--- src/rtl/spi_master_driver_pkg.sv ---
// Shared SPI definitions: FSM state encodings, word size and the default
// timing values. The slave-side bench uses the same defaults.
package spi_defs;

  localparam int SPI_WORD_BITS     = 8;
  localparam int SCLK_HALF_DEFAULT = 4;
  localparam int CS_GUARD_DEFAULT  = 4;

  typedef enum logic [2:0] {
    ST_IDLE  = 3'd0,
    ST_SETUP = 3'd1,
    ST_LOW   = 3'd2,
    ST_HIGH  = 3'd3,
    ST_HOLD  = 3'd4,
    ST_GAP   = 3'd5
  } spiState_t;

  // Larger of two integers, used to size the phase counter.
  function automatic int maxInt(input int a, input int b);
    return (a > b) ? a : b;
  endfunction

endpackage

--- src/rtl/spi_master_driver_phase_timer.sv ---
// Loadable down-counter that times each FSM phase. It stops at zero and
// flags zero so the FSM knows it is in the last cycle of the phase.
module spi_phase_timer #(
  parameter int WIDTH = 3
) (
  input  logic             clk_i,
  input  logic             rst_i,
  input  logic             i_load,
  input  logic [WIDTH-1:0] i_value,
  output logic             o_zero
);

  logic [WIDTH-1:0] r_count;

  // Reload on request, otherwise count down and hold at zero.
  always_ff @(posedge clk_i or posedge rst_i) begin
    if (rst_i) begin
      r_count <= '0;
    end else if (i_load) begin
      r_count <= i_value;
    end else if (r_count != '0) begin
      r_count <= r_count - 1'b1;
    end
  end

  assign o_zero = (r_count == '0);

endmodule

--- src/rtl/spi_master_driver.sv ---
// CPOL=0 / CPHA=0 SPI master. One request moves one byte full-duplex,
// LSB first. MISO is sampled a full half-period after each falling edge,
// so a slave that registers its output from the same clock has slack.
module spi_master_driver
  import spi_defs::*;
#(
  parameter int SCLK_HALF = SCLK_HALF_DEFAULT,
  parameter int CS_GUARD  = CS_GUARD_DEFAULT
) (
  input  logic                     clk_i,
  input  logic                     rst_i,
  input  logic                     start_i,
  input  logic [SPI_WORD_BITS-1:0] data_in_bi,
  output logic                     ready_o,
  output logic                     done_o,
  output logic [SPI_WORD_BITS-1:0] data_out_bo,
  output logic                     spi_sclk_o,
  output logic                     spi_mosi_o,
  input  logic                     spi_miso_i,
  output logic                     spi_cs_o
);

  localparam int PHASE_W = $clog2(maxInt(SCLK_HALF, CS_GUARD) + 1);
  localparam logic [PHASE_W-1:0] HALF_LOAD  = PHASE_W'(SCLK_HALF - 1);
  localparam logic [PHASE_W-1:0] GUARD_LOAD = PHASE_W'(CS_GUARD - 1);

  spiState_t                r_state;
  spiState_t                w_nextState;
  logic [SPI_WORD_BITS-1:0] r_txShift;
  logic [SPI_WORD_BITS-1:0] r_rxShift;
  logic [3:0]               r_bitCnt;
  logic                     r_ready;
  logic                     r_done;
  logic [SPI_WORD_BITS-1:0] r_dataOut;
  logic                     r_sclk;
  logic                     r_mosi;
  logic                     r_cs;
  logic                     w_accept;
  logic                     w_phaseZero;
  logic                     w_timerLoad;
  logic [PHASE_W-1:0]       w_timerValue;

  assign w_accept = (r_state == ST_IDLE) && r_ready && start_i;

  spi_phase_timer #(.WIDTH(PHASE_W)) u_phaseTimer (
    .clk_i   (clk_i),
    .rst_i   (rst_i),
    .i_load  (w_timerLoad),
    .i_value (w_timerValue),
    .o_zero  (w_phaseZero)
  );

  // State register.
  always_ff @(posedge clk_i or posedge rst_i) begin
    if (rst_i) r_state <= ST_IDLE;
    else       r_state <= w_nextState;
  end

  // Next state, plus the phase-timer reload on every state change.
  always_comb begin
    w_nextState  = r_state;
    w_timerValue = HALF_LOAD;
    case (r_state)
      ST_IDLE:  if (w_accept)    w_nextState = ST_SETUP;
      ST_SETUP: if (w_phaseZero) w_nextState = ST_LOW;
      ST_LOW:   if (w_phaseZero) w_nextState = ST_HIGH;
      ST_HIGH:  if (w_phaseZero)
                  w_nextState = (r_bitCnt == 4'(SPI_WORD_BITS - 1)) ? ST_HOLD : ST_LOW;
      ST_HOLD:  if (w_phaseZero) w_nextState = ST_GAP;
      ST_GAP:   if (w_phaseZero) w_nextState = ST_IDLE;
      default:  w_nextState = ST_IDLE;
    endcase
    case (w_nextState)
      ST_SETUP, ST_HOLD, ST_GAP: w_timerValue = GUARD_LOAD;
      default:                   w_timerValue = HALF_LOAD;
    endcase
    w_timerLoad = (w_nextState != r_state);
  end

  // Registered SPI lines, shift registers and handshake outputs.
  always_ff @(posedge clk_i or posedge rst_i) begin
    if (rst_i) begin
      r_txShift <= '0;
      r_rxShift <= '0;
      r_bitCnt  <= 4'd0;
      r_ready   <= 1'b1;
      r_done    <= 1'b0;
      r_dataOut <= '0;
      r_sclk    <= 1'b0;
      r_mosi    <= 1'b0;
      r_cs      <= 1'b1;
    end else begin
      r_done <= 1'b0;
      case (r_state)
        ST_IDLE: begin
          if (w_accept) begin
            r_txShift <= data_in_bi;
            r_mosi    <= data_in_bi[0];
            r_bitCnt  <= 4'd0;
            r_cs      <= 1'b0;
            r_sclk    <= 1'b0;
            r_ready   <= 1'b0;
          end
        end
        ST_SETUP: begin
        end
        ST_LOW: begin
          if (w_phaseZero) begin
            r_rxShift <= {spi_miso_i, r_rxShift[SPI_WORD_BITS-1:1]};
            r_sclk    <= 1'b1;
          end
        end
        ST_HIGH: begin
          if (w_phaseZero) begin
            r_sclk    <= 1'b0;
            r_txShift <= r_txShift >> 1;
            r_mosi    <= r_txShift[1];
            if (r_bitCnt < 4'(SPI_WORD_BITS)) r_bitCnt <= r_bitCnt + 4'd1;
          end
        end
        ST_HOLD: begin
          r_mosi <= 1'b0;
          if (w_phaseZero) begin
            r_cs      <= 1'b1;
            r_dataOut <= r_rxShift;
            r_done    <= 1'b1;
          end
        end
        ST_GAP: begin
          if (w_phaseZero) r_ready <= 1'b1;
        end
        default: begin
          r_cs    <= 1'b1;
          r_sclk  <= 1'b0;
          r_mosi  <= 1'b0;
          r_ready <= 1'b1;
        end
      endcase
    end
  end

  assign ready_o     = r_ready;
  assign done_o      = r_done;
  assign data_out_bo = r_dataOut;
  assign spi_sclk_o  = r_sclk;
  assign spi_mosi_o  = r_mosi;
  assign spi_cs_o    = r_cs;

endmodule

--- config.mk ---
export PLATFORM = sky130hd
export DESIGN_NAME = spi_master_driver
export DESIGN_NICKNAME = d
export VERILOG_FILES = /design/src/rtl/spi_master_driver_pkg.sv /design/src/rtl/spi_master_driver_phase_timer.sv /design/src/rtl/spi_master_driver.sv
export SDC_FILE = /design/constraint.sdc
export NUM_CORES = 1
export LEC_CHECK = 0
export CORE_ASPECT_RATIO = 1.75
export CORE_UTILIZATION = 53
export DETAILED_ROUTE_END_ITERATION = 12
export PLACE_DENSITY = 0.78
export SYNTH_ARGS = -nofsm -noshare
export SYNTH_HDL_FRONTEND = slang
export SYNTH_SLANG_ARGS = --single-unit
--- constraint.sdc ---
create_clock -name clk_i -period 2.1 [get_ports clk_i]
set_clock_uncertainty 0.15 [all_clocks]
set_input_delay 0.42 -clock clk_i [delete_from_list [all_inputs] [get_ports clk_i]]
set_output_delay 0.42 -clock clk_i [all_outputs]
set_load 0.02 [all_outputs]
==> run_results.csv, run 1 <==
group,metric,value,unit
setup_path,reg2reg_to,"r_rxShift[5]$_DFFE_PP0P_",
setup_path,max_stage_delay,0.61,ns
die,io_pins,25,
grt,grt_pass1_vias,1252,
synthesis,ys_types,38,
synthesis,syn_area_per_cell,11.55,µm²
min_path,hold_end,"spi_mosi_o$_DFFE_PP0P_",
finish,mostFrequentLayoutCells,"36 x dfrtp_1, 24 x clkdlybuf4s50_1, 14 x a21oi_1, 14 x inv_1, 10 x nor2_1",
synthesis,async_reset_ff_frac,1.000,
power,power.density,1189,nW/µm²
run,maxCapViolations,0,
sta,whs,0.3535,ns
clock_tree,cts_root_buf,"clkbuf_8",
setup_path,cp_max_fo,6,
power,p_int,1.691,mW
finish,final_util,0.6812,
placement,dp_worst_setup_slack,0.1178,ns
sta,fin_ws,0.06129,ns
drt,vias,1248,
placement,io_buffers,24,
setup_path,path_cells,"clkdlybuf4s50_1",
setup_path,cp-end-kind,"output pin",
setup_path,cp.arrival,1.47,ns
clock_tree,cts_setup_buffers,0,
synthesis,synth-edff-count,0,
setup_path,r2r_slack,0.19,ns
drt,dr.pass1.iters,4,
clock_tree,htreeDepth,2,
finish,fin_cells,227,
sta,finalMaxSlewViolations,0,
power,seq_power_share,0.451,
setup_path,cp_top_family,"buffers and inverters",
power,switching_share,0.3426,
clock_tree,clock_latency,0.28,ns
synthesis,syn_inst,155,
synthesis,seq_area_frac_synth,0.5325,
setup_path,path_buf_inv,1,
min_path,hold_depth,1,
power,power_frac_comb,0.357,
die,die_x,45.94,µm
setup_path,required,1.53,ns
drt,drcViolationCount,0,
finish,fin_nets,198,
sta,timing.final.crit_share,0.9708,
die,die-area,3624,µm²
placement,dpl-instance-area,2072,µm²
placement,gp_congestion,0.7897,
setup_path,r2r_start,"u_phaseTimer.r_count[0]$_DFFE_PP0P_",
finish,antenna_cells,0,
run_status,run_status,"finished, final reports clean",
drt,wl_met1,1260,µm
synthesis,syn_area,1790,µm²
die,core-area,3176,µm²
synthesis,ys_warn_count,0,
drt,routed_via_density,5.498,
power,p_sw,881.1,µW
sta,fmax,0.4905,GHz
synthesis,synth-main-ff-cell,"dfrtp_1",
min_path,min_path_type,"flop to flop",
die,fp-row-count,27,
clock_tree,clockBufferDepth,2,
power,power.total,2.572,mW
synthesis,synth_seq_cells,38,
drt,ant_nets,0,
finish,num-fill-cells,272,
die,start_util,0.5638,
drt,drt_iter0_markers,10,
power,power.clock.fraction,0.192,
finish,layout-drive-gt1-share,0.2174,
drt,wl_per_cell,14.48,µm
grt,grt.total_usage,0.2165,
clock_tree,cts_tree,"built",
placement,dp_cells,219,
grt,antenna_found_initial,0,
clock_tree,hold_buffers,0,
drt,wl_met3,92,µm
power,p_leak,1.000,nW
clock_tree,cts.repair.resized,0,
grt,overflow,0,
finish,final_common_cell,"dfrtp_1",
finish,areaGrowthSynthToFinish,20.82,%
grt,grt_max_degree,39,
drt,wirelength,3286,µm
synthesis,synth.net_count,170,
sta,slew_headroom,0.6895,
setup_path,rr_worst_depth,6,
grt,grt_pass1_wl,5699,µm
clock_tree,cts_sinks,38,
die,chipHeight,78.89,µm
sta,setup_viol,0,
clock_tree,cts_buffers,5,
sta,rsz0062_at_grt,"no",
drt,routed.top_layer,"met4",
finish,final_area,2163,µm²
setup_path,start_kind,"flop",
sta,worst_pin_slew,0.4657,ns
sta,period_needed,2.039,ns
finish,seqCellArea,953.4,µm²
setup_path,crit_type,"flop to output pin",
setup_path,cp_slowest_cell,"clkdlybuf4s50_1",
placement,post-dp-hpwl,2461,µm
drt,met2_length,1891,µm
power,vdd_drop_max,0.0008119,V
min_path,hp-start,"spi_mosi_o$_DFFE_PP0P_",
finish,multiInputGateArea,706.9,µm²
sta,tns,0,ns
sta,hold_viol_final,0,
clock_tree,path_clk_slew,0.07,ns
layout make-up:
type / instances / share of cell area
sequential: 38 / 0.4407
multi-input combinational: 93 / 0.3268
timing repair buffer: 31 / 0.1411
clock buffer: 7 / 0.03991
tap: 43 / 0.02487
inverter: 14 / 0.02429
clock inverter: 1 / 0.002313
worst max path at each step:
stage | startpoint | to | slack, ns | cells past startpoint
detailed placement | start_i | r_txShift[7]$_DFFE_PP0P_ | 0.12 | 4
global route | ready_o$_DFFE_PP1P_ | ready_o | 0.02 | 1
global placement | start_i | r_txShift[7]$_DFFE_PP0P_ | 0.17 | 4
floorplan | u_phaseTimer.r_count[0]$_DFFE_PP0P_ | r_rxShift[0]$_DFFE_PP0P_ | 0.33 | 7
CTS | ready_o$_DFFE_PP1P_ | ready_o | 0.05 | 1
finish | ready_o$_DFFE_PP1P_ | ready_o | 0.06 | 1
worst register-to-register path, delay by kind of cell, from the launching register on:
kind | cells | cell delay [ns]
fa+ha+maj | 1 | 0.19
flops | 1 | 0.41
simple gates | 2 | 0.50
mux | 1 | 0.30
buf+inv | 2 | 0.24
state kept, by name (all words and copies together) (netlist names):
name	cells
r_txShift	7
r_bitCnt	4
r_state	3
spi_cs_o	1
spi_mosi_o	1
data_out_bo	8
r_rxShift	8
spi_sclk_o	1
u_phaseTimer.r_count	3
ready_o	1
done_o	1
synth_stat cells, types with 2 or more instances:
master | count | area (µm²)
a21oi_1 | 14 | 70.07
a22o_1 | 3 | 26.28
buf_2 | 5 | 25.02
buf_6 | 4 | 45.04
dfrtp_1 | 36 | 900.9
dfstp_2 | 2 | 52.55
ha_1 | 3 | 37.54
inv_1 | 14 | 52.55
mux2_2 | 8 | 90.09
mux2_4 | 8 | 120.1
mux2i_1 | 2 | 20.02
nand2_1 | 4 | 15.01
nand3_1 | 4 | 20.02
nand3_2 | 2 | 20.02
nor2_1 | 10 | 37.54
nor2b_2 | 2 | 17.52
o211ai_1 | 2 | 15.01
o21ai_0 | 4 | 20.02
o22ai_1 | 8 | 50.05
o31ai_1 | 2 | 15.01
power by group through the flow:
stage	sequential, mW	clock, mW	combinational [mW]
4_1_cts	1.16	0.511	0.926
6_report	1.16	0.493	0.918
3_3_place_gp	1.15	0	0.871
5_1_grt	1.19	0.537	1.03
2_1_floorplan	1.13	0	0.722
3_5_place_dp	1.17	0	0.916
metal layers:
metal / track usage / vias to the layer above
met4: 0.07941 / 0
met5: 0 / -
met2: 0.3676 / 31
li1: - / 597
met1: 0.2492 / 616
met3: 0.05682 / 4
cells by family after synthesis:
logic type	Yosys count	synth area share
adder cells (fa/ha/maj)	3	0.02097
AND/OR/NAND/NOR	33	0.1055
AO/OA/AOI/OAI	39	0.1398
buffers and inverters	24	0.07267
multiplexers	18	0.1286
flip-flops	38	0.5325
Note: power is estimated with default switching activity, not from simulation.
==> run 2, diff against run 1 <==
--- a/config.mk
+++ b/config.mk
@@ -6,9 +6,11 @@
 export NUM_CORES = 1
 export LEC_CHECK = 0
 export CORE_ASPECT_RATIO = 1.75
-export CORE_UTILIZATION = 53
+export CORE_UTILIZATION = 54
 export DETAILED_ROUTE_END_ITERATION = 12
-export PLACE_DENSITY = 0.78
+export MAX_ROUTING_LAYER = met4
+export PLACE_DENSITY = 0.79
 export SYNTH_ARGS = -nofsm -noshare
 export SYNTH_HDL_FRONTEND = slang
+export SYNTH_HIERARCHICAL = 1
 export SYNTH_SLANG_ARGS = --single-unit
==> run 2 against run 1 <==
  * Critical path depth unchanged
  * Combinational power down 7.2%
  * Clock power is 5.7% higher
  * Largest cell class unchanged
==> run_results.csv, run 2 <==
group,metric,value,unit
run,maxCapViolations,0,
power,p_leak,1.017,nW
setup_path,required,1.53,ns
setup_path,cp.arrival,1.46,ns
run_status,run_status,"finished, final reports clean",
synthesis,syn_area,1807,µm²
power,power.clock.fraction,0.215,
die,fp-row-count,27,
finish,antenna_cells,0,
die,start_util,0.5690,
sta,fmax,0.4937,GHz
grt,antenna_found_initial,0,
synthesis,synth_area_leader_cell,"dfrtp_1",
power,p_int,1.622,mW
drt,routed_via_density,5.424,
clock_tree,cts_sinks,38,
drt,vias,1291,
min_path,min_path_type,"input pin to async pin",
synthesis,synth-edff-count,0,
finish,final_area,2291,µm²
finish,final_util,0.7214,
grt,grt_pass1_wl,5733,µm
clock_tree,path_clk_slew,0.07,ns
synthesis,ys_warn_count,6,
placement,io_buffers,24,
sta,finalMaxSlewViolations,0,
power,power.density,1057,nW/µm²
power,power_frac_comb,0.352,
grt,grt.total_usage,0.2261,
synthesis,async_reset_ff_frac,1.000,
drt,drt_iter0_markers,24,
finish,fin_cells,238,
clock_tree,hold_buffers,0,
synthesis,syn_inst,159,
setup_path,start_kind,"flop",
synthesis,seq_area_frac_synth,0.5277,
drt,wl_per_cell,15.05,µm
finish,num-fill-cells,242,
synthesis,synth_seq_cells,38,
finish,multiInputGateArea,817.0,µm²
synthesis,ys_types,46,
synthesis,synth-main-ff-cell,"dfrtp_1",
die,core-area,3176,µm²
setup_path,cp-end-kind,"output pin",
synthesis,netlist_top_cells_area,"dfrtp_1 50%, mux2_2 11%, nor2_1 4.2%",
setup_path,r2r_start,"u_phaseTimer/r_count[0]$_DFFE_PP0P_",
finish,layout-drive-gt1-share,0.2821,
finish,final_common_cell,"dfrtp_1",
finish,areaGrowthSynthToFinish,26.80,%
placement,dpl-instance-area,2125,µm²
power,vdd_drop_max,0.0007282,V
sta,setup_viol,0,
drt,drcViolationCount,0,
drt,dr.pass1.iters,4,
placement,gp_congestion,0.7521,
setup_path,cp_max_fo,3,
clock_tree,cts_tree,"built",
power,seq_power_share,0.433,
clock_tree,cts_buffers,5,
clock_tree,clock_latency,0.29,ns
power,p_sw,800.3,µW
setup_path,crit_type,"flop to output pin",
setup_path,max_stage_delay,0.61,ns
finish,fin_nets,209,
drt,wirelength,3581,µm
grt,grt_pass1_vias,1349,
finish,mostFrequentLayoutCells,"36 x dfrtp_1, 23 x clkdlybuf4s50_1, 19 x nor2_1",
placement,post-dp-hpwl,2496,µm
synthesis,synth_most_common_cell,"dfrtp_1",
sta,hold_viol_final,0,
die,die-area,3590,µm²
setup_path,reg2reg_to,"u_phaseTimer/r_count[0]$_DFFE_PP0P_",
setup_path,r2r_slack,0.09,ns
setup_path,path_cells,"clkdlybuf4s50_1",
grt,overflow,0,
synthesis,synth_common_cells,"36 x dfrtp_1, 20 x nor2_1, 17 x mux2_2",
synthesis,syn_area_per_cell,11.36,µm²
sta,period_needed,2.026,ns
sta,timing.final.crit_share,0.9646,
power,switching_share,0.3304,
clock_tree,clockBufferDepth,2,
setup_path,cp_slowest_cell,"clkdlybuf4s50_1",
synthesis,yosysTopAreaCellShare,0.4986,
setup_path,path_buf_inv,1,
die,chipHeight,78.52,µm
placement,dp_cells,227,
clock_tree,htreeDepth,2,
drt,ant_nets,0,
die,io_pins,25,
clock_tree,cts_root_buf,"clkbuf_8",
grt,grt_max_degree,36,
setup_path,rr_worst_depth,9,
finish,seqCellArea,953.4,µm²
setup_path,cp_top_family,"buffers and inverters",
die,die_x,45.73,µm
[run 2: layout make-up]
cell class,count,share of cell area
tap,43,0.02348
timing repair buffer,34,0.1442
clock inverter,2,0.005461
sequential,38,0.4162
multi-input combinational,104,0.3566
inverter,11,0.01802
clock buffer,6,0.03605
[run 2: repair_timing]
action,CTS,global route
setup buffers,2,1
gates resized for setup,3,9
endpoints found under the setup margin,3,27
[run 2: metrics by stage]
step / total power [mW] / hold slack (ns) / setup TNS [ns] / setup WS (ns)
floorplan: 1.577 / 0.02364 / 0 / 0.1556
detailed placement: 1.781 / 0.3455 / -0.2691 / -0.1556
CTS: 2.357 / 0.1761 / 0 / 0.009950
global route: 2.568 / 0.1881 / -0.04755 / -0.03305
finish: 2.422 / 0.1739 / 0 / 0.07434
global placement: 1.721 / 0.3375 / 0 / 0.08045
[run 2: logic make-up after synthesis]
group                      after synthesis  synth area share
AOI/OAI and AO/OA                       31            0.1101
xor gates and xnor gates                 1          0.004849
adders and majority gates                3           0.02078
buffers and inverters                   18           0.04778
DFF                                     38            0.5277
muxes                                   22            0.1337
other                                    2          0.004157
and+or+nand+nor                         44            0.1510
[run 2: how the worst max path moves through the flow]
stage | from | to | slack [ns] | depth (start not counted)
global route | u_phaseTimer/r_count[0]$_DFFE_PP0P_ | u_phaseTimer/r_count[2]$_DFFE_PP0P_ | -0.03 | 10
global placement | u_phaseTimer/r_count[0]$_DFFE_PP0P_ | u_phaseTimer/r_count[0]$_DFFE_PP0P_ | 0.08 | 9
detailed placement | u_phaseTimer/r_count[0]$_DFFE_PP0P_ | u_phaseTimer/r_count[1]$_DFFE_PP0P_ | -0.16 | 9
CTS | ready_o$_DFFE_PP1P_ | ready_o | 0.01 | 1
finish | spi_cs_o$_DFFE_PP1P_ | spi_cs_o | 0.07 | 1
floorplan | u_phaseTimer/r_count[0]$_DFFE_PP0P_ | u_phaseTimer/r_count[0]$_DFFE_PP0P_ | 0.16 | 10
[run 2: per-layer routing]
metal | global-route usage | vias up | share of wire
li1 | - | 622 | -
met4 | 0.1118 | 0 | 0.027
met2 | 0.3886 | 29 | 0.55
met5 | - | - | 0
met1 | 0.2315 | 631 | 0.38
met3 | 0.04598 | 9 | 0.039
[run 2: power by group through the flow]
stage	sequential (mW)	clock, mW	combinational [mW]
2_1_floorplan	1.02	0	0.558
3_3_place_gp	1.04	0	0.684
3_5_place_dp	1.05	0	0.730
4_1_cts	1.04	0.535	0.780
5_1_grt	1.07	0.557	0.939
6_report	1.05	0.521	0.852
